[src/rtl/keypad_scanner.sv]
// Row driver and column sampler for a 4x4 matrix keypad, feeding keypad_debouncer.
// Optional build macro MULTIKEY_REJECT_EN: treat rows with more than one active column as "no key".
module keypad_scanner #(
  parameter int SETTLE_CYCLES = 3000
) (
  input  logic       clk_i,
  input  logic       rst_ni,
  input  logic [3:0] col_n_i,
  output logic [3:0] row_n_o,
  output logic       key_pressed_o,
  output logic [3:0] row_idx_o,
  output logic [3:0] col_idx_o
);

  localparam int CNT_W = $clog2(SETTLE_CYCLES);
  localparam logic [CNT_W-1:0] CNT_LAST = CNT_W'(SETTLE_CYCLES - 1);

  typedef enum logic {SCAN, HOLD} state_e;

  state_e           state_q;
  logic [CNT_W-1:0] settleCnt_q;
  logic [3:0]       colMeta_q;
  logic [3:0]       colSync_q;
  logic [3:0]       rowDrive_q;
  logic             keyPressed_q;
  logic [3:0]       rowIdx_q;
  logic [3:0]       colIdx_q;

  logic [3:0]       lowestCol_d;
  logic [3:0]       rowNext_d;
  logic             multiKey_d;
  logic             keyFound_d;
  logic             keyLost_d;

  // Columns are asynchronous to clk; two flops, stored active-high.
  always_ff @(posedge clk_i or negedge rst_ni) begin
    if (!rst_ni) begin
      colMeta_q <= 4'b0000;
      colSync_q <= 4'b0000;
    end else begin
      colMeta_q <= ~col_n_i;
      colSync_q <= colMeta_q;
    end
  end

  always_comb begin
    lowestCol_d = 4'b0000;
    if (colSync_q[0])      lowestCol_d = 4'b0001;
    else if (colSync_q[1]) lowestCol_d = 4'b0010;
    else if (colSync_q[2]) lowestCol_d = 4'b0100;
    else if (colSync_q[3]) lowestCol_d = 4'b1000;

    rowNext_d = {rowDrive_q[2:0], rowDrive_q[3]};

`ifdef MULTIKEY_REJECT_EN
    multiKey_d = ($countones(colSync_q) > 1);
`else
    multiKey_d = 1'b0;
`endif

    keyFound_d = (colSync_q != 4'b0000) && !multiKey_d;
    keyLost_d  = ((colSync_q & colIdx_q) == 4'b0000) || multiKey_d;
  end

  // Row drive is active-low, so the one-hot row index is simply its inverse.
  always_ff @(posedge clk_i or negedge rst_ni) begin
    if (!rst_ni) begin
      state_q      <= SCAN;
      settleCnt_q  <= '0;
      rowDrive_q   <= 4'b1110;
      keyPressed_q <= 1'b0;
      rowIdx_q     <= 4'b0000;
      colIdx_q     <= 4'b0000;
    end else begin
      case (state_q)
        SCAN: begin
          if (settleCnt_q == CNT_LAST) begin
            settleCnt_q <= '0;
            if (keyFound_d) begin
              state_q      <= HOLD;
              keyPressed_q <= 1'b1;
              rowIdx_q     <= ~rowDrive_q;
              colIdx_q     <= lowestCol_d;
            end else begin
              rowDrive_q <= rowNext_d;
            end
          end else begin
            settleCnt_q <= settleCnt_q + CNT_W'(1);
          end
        end
        HOLD: begin
          settleCnt_q <= '0;
          if (keyLost_d) begin
            state_q      <= SCAN;
            rowDrive_q   <= rowNext_d;
            keyPressed_q <= 1'b0;
            rowIdx_q     <= 4'b0000;
            colIdx_q     <= 4'b0000;
          end
        end
        default: begin
          state_q     <= SCAN;
          settleCnt_q <= '0;
        end
      endcase
    end
  end

  assign row_n_o       = rowDrive_q;
  assign key_pressed_o = keyPressed_q;
  assign row_idx_o     = rowIdx_q;
  assign col_idx_o     = colIdx_q;

endmodule
[config.mk]
export PLATFORM = sky130hd
export DESIGN_NAME = keypad_scanner
export DESIGN_NICKNAME = d
export VERILOG_FILES = /design/src/rtl/keypad_scanner.sv
export SDC_FILE = /design/constraint.sdc
export NUM_CORES = 1
export LEC_CHECK = 0
export CAP_MARGIN = 20
export CELL_PAD_IN_SITES_DETAIL_PLACEMENT = 0
export CELL_PAD_IN_SITES_GLOBAL_PLACEMENT = 2
export CORE_MARGIN = 2
export CORE_UTILIZATION = 37
export CTS_BUF_LIST = sky130_fd_sc_hd__clkbuf_4 sky130_fd_sc_hd__clkbuf_8
export CTS_CLUSTER_SIZE = 12
export DETAILED_ROUTE_END_ITERATION = 7
export PLACE_DENSITY = 0.8
export SYNTH_ARGS = -nofsm -noshare
export SYNTH_HDL_FRONTEND = slang
export SYNTH_SLANG_ARGS = --single-unit
[constraint.sdc]
create_clock -name clk_i -period 2.7 [get_ports clk_i]
set_clock_uncertainty 0.05 [all_clocks]
set_input_delay 0.675 -clock clk_i [delete_from_list [all_inputs] [get_ports clk_i]]
set_output_delay 0.675 -clock clk_i [all_outputs]
set_load 0.005 [all_outputs]
==> flow_metrics.py <==
metrics = {
    "final_layout": {
        "regArea_um2": 855,
        "instances_no_fill": 197,
        "n_antenna_cell": 0,
        "layout-drive-gt1-share_pct": 14.1,
        "fillers": 359,
        "area_growth_pct": 23.5,
        "fin_nets": 156,
        "multiInputGateArea_um2": 504,
    },
    "logic_synthesis": {
        "synth_edf_count": 0,
        "syn_area_um2": 1410,
        "ys_dominant_reg_cell": "dfrtp_1",
        "synth.most_common_cell": "dfrtp_1",
        "netlist_instances": 124,
        "synth_largest_area_cell": "dfrtp_1",
        "ys_async_sr_fraction_pct": 100,
        "synth_area_per_cell_um2": 11.4,
        "synth_cell_types": 26,
        "ys_seq_elements": 34,
        "postSynthNetCount": 132,
        "synth_warnings": 0,
        "synthTopCellsByArea": "dfrtp_1 55%, xnor2_1 6.2%, dfstp_2 5.6%",
        "synth_common_cells": "31 x dfrtp_1, 16 x nor2_1, 11 x nand2_1",
        "ys_seq_area_share_pct": 60.5,
        "yosysTopAreaCellShare_pct": 55.0,
    },
    "power": {
        "pwr-share-seq_pct": 56.1,
        "power.share.clock_pct": 41.6,
        "swShare_pct": 20.2,
        "irDropWorstVdd_mv": 0.363,
        "power.density_nw_per_um2": 532,
        "p_comb_share_pct": 2.3,
        "switchingPower_w": 0.000187,
        "p_leak_nw": 0.748,
        "p_int_w": 0.000740,
    },
    "global_routing": {
        "grt_pass1_wl_um": 4810,
        "grt_max_degree": 35,
        "grt_overflow_total": 0,
        "use_met1_pct": 20.0,
        "grt_pass1_vias": 1033,
        "use_met2_pct": 22.3,
        "antenna_found_initial": 0,
        "use_met3_pct": 4.11,
        "busiest_layer": "met2",
        "groute.usage.overall_pct": 15.1,
    },
    "critical_path": {
        "endpoint_kind": "flip-flop",
        "critical_path_class": "reg -> reg",
        "crit_path_max_fanout": 6,
        "critical_path_arrival_ps": 2260,
        "start_kind": "flip-flop",
        "crit_required_ps": 2810,
    },
    "die": {
        "core-area_um2": 3660,
        "rows": 22,
        "die_h_um": 65.8,
        "io_pins": 19,
        "chipWidth_um": 65.8,
        "start_util_pct": 38.6,
        "die-area_um2": 4320,
    },
    "detailed_routing": {
        "wirelength_um": 2600,
        "via_count": 969,
        "drtIter0Drc": 58,
        "viasPerCell": 4.92,
        "drt_pre_antenna_iters": 4,
        "remaining_drc_errors": 0,
        "antenna_left": 0,
        "wire_per_inst_um": 13.2,
    },
    "clock_tree": {
        "cts_sinks": 34,
        "cts.path.max_buffers": 2,
        "cts_setup_buffers": 0,
        "root_buffer": "clkbuf_8",
        "htreeDepth": 2,
        "holdBufCountCts": 0,
        "clk_pin_slew_ps": 60,
        "cts-buffers-inserted": 5,
        "post_cts_resized": 0,
        "clock_latency_ps": 280,
        "tritoncts": "built",
    },
    "sta": {
        "period_share_pct": 79.8,
        "final.setup.tns_ps": 0,
        "slew_headroom_pct": 72.1,
        "maxSlewViolCount": 0,
        "min_period_ps": 2160,
        "finalSetupViolCount": 0,
        "hold_viol": 0,
        "fmax_mhz": 464,
        "tightest_slew_ps": 414,
        "rsz0062_at_grt": "false",
    },
    "min_path": {
        "hp-class": "reg -> reg",
    },
    "placement": {
        "dp_cells": 189,
        "gp_congestion": 0.794,
        "port_buffers": 18,
        "hpwlAfterDp_um": 1880,
    },
    "flow_run": {
        "cap_violations": 0,
    },
    "run_status": {
        "status": "completed",
    },
}
## kinds of logic after synthesis
group | synth area share, %
xor gates and xnor gates | 6.21
muxes | 3.19
DFF | 60.5
AOI/OAI and AO/OA | 6.65
and+or+nand+nor | 17.9
buffers and inverters | 3.72
adders and majority gates | 1.77
## flip-flops by register name, indices dropped and copies added (netlist names)
signal and count:
colMeta_q 4, colSync_q 4, col_idx_o 4, key_pressed_o 1
row_idx_o 4, row_n_o 4, settleCnt_q 12, state_q 1
## through the flow
step	utilization (%)	total power, W	hold WS, ps	area, um^2	worst slack, ps
4_1_cts	47.6	0.000941	302	1740	534
3_5_place_dp	45.0	0.000552	287	1650	544
2_1_floorplan	-	0.000532	281	1410	653
5_1_grt	47.6	0.000975	313	1740	457
3_3_place_gp	45.0	0.000551	282	1650	583
6_report	47.6	0.000927	299	1740	545
## power groups by stage
stage	clock network [W]	logic, W	registers (W)
2_1_floorplan	0	0.00000368	0.000528
3_3_place_gp	0	0.0000222	0.000529
3_5_place_dp	0	0.0000225	0.000529
4_1_cts	0.000398	0.0000224	0.000520
5_1_grt	0.000429	0.0000255	0.000521
6_report	0.000385	0.0000214	0.000520
## worst paths after layout
| path | endpoint | start | slack, ps | depth (start not counted) |
|---|---|---|---|---|
| min in group asynchronous | settleCnt_q[7] | rst_ni | 750 | 2 |
| worst min-delay path | colSync_q[2] | colMeta_q[2] | 300 | 0 |
| worst max register to register | row_idx_o[2] | settleCnt_q[6] | 540 | 4 |
| worst min register to register | colSync_q[2] | colMeta_q[2] | 300 | 0 |
| worst max-delay path | row_idx_o[2] | settleCnt_q[6] | 540 | 4 |
| max in group asynchronous | row_n_o[1] | rst_ni | 1520 | 2 |
## metal layers
metal | vias up | part of all wire, %
met2 | 26 | 45
met3 | 8 | 4.9
met5 | - | 0
met4 | 0 | 2.6
met1 | 465 | 47
li1 | 470 | -
## cells in the final DEF (no fill, tap or decap), types with 2 or more instances in the layout
| cell type | n |
|---|---|
| nor2_1 | 16 |
| o2bb2ai_1 | 5 |
| inv_1 | 9 |
| clkbuf_8 | 6 |
| dfstp_2 | 3 |
| nand4_1 | 3 |
| nor4_1 | 4 |
| buf_4 | 2 |
| clkdlybuf4s50_1 | 18 |
| xnor2_1 | 10 |
| nor3_1 | 4 |
| o31ai_1 | 2 |
| mux2_2 | 4 |
| dfrtp_1 | 31 |
| ha_1 | 2 |
| nand3_1 | 7 |
| nand2_1 | 11 |
## area by class of cell
class,instances,share of cell area (%)
Inverter,9,1.94
Clock inverter,1,0.287
Tap cell,48,3.45
Sequential cell,34,49.0
Multi-Input combinational cell,78,28.9
Clock buffer,7,5.17
Timing Repair Buffer,20,11.2
## critical path: stages, from the launching register on
cell,delay [ps]
dfrtp_1,410
or4b_4,560
or4_4,550
and2_0,280
o2bb2ai_1,180
Power figures use the tool's default switching activity.
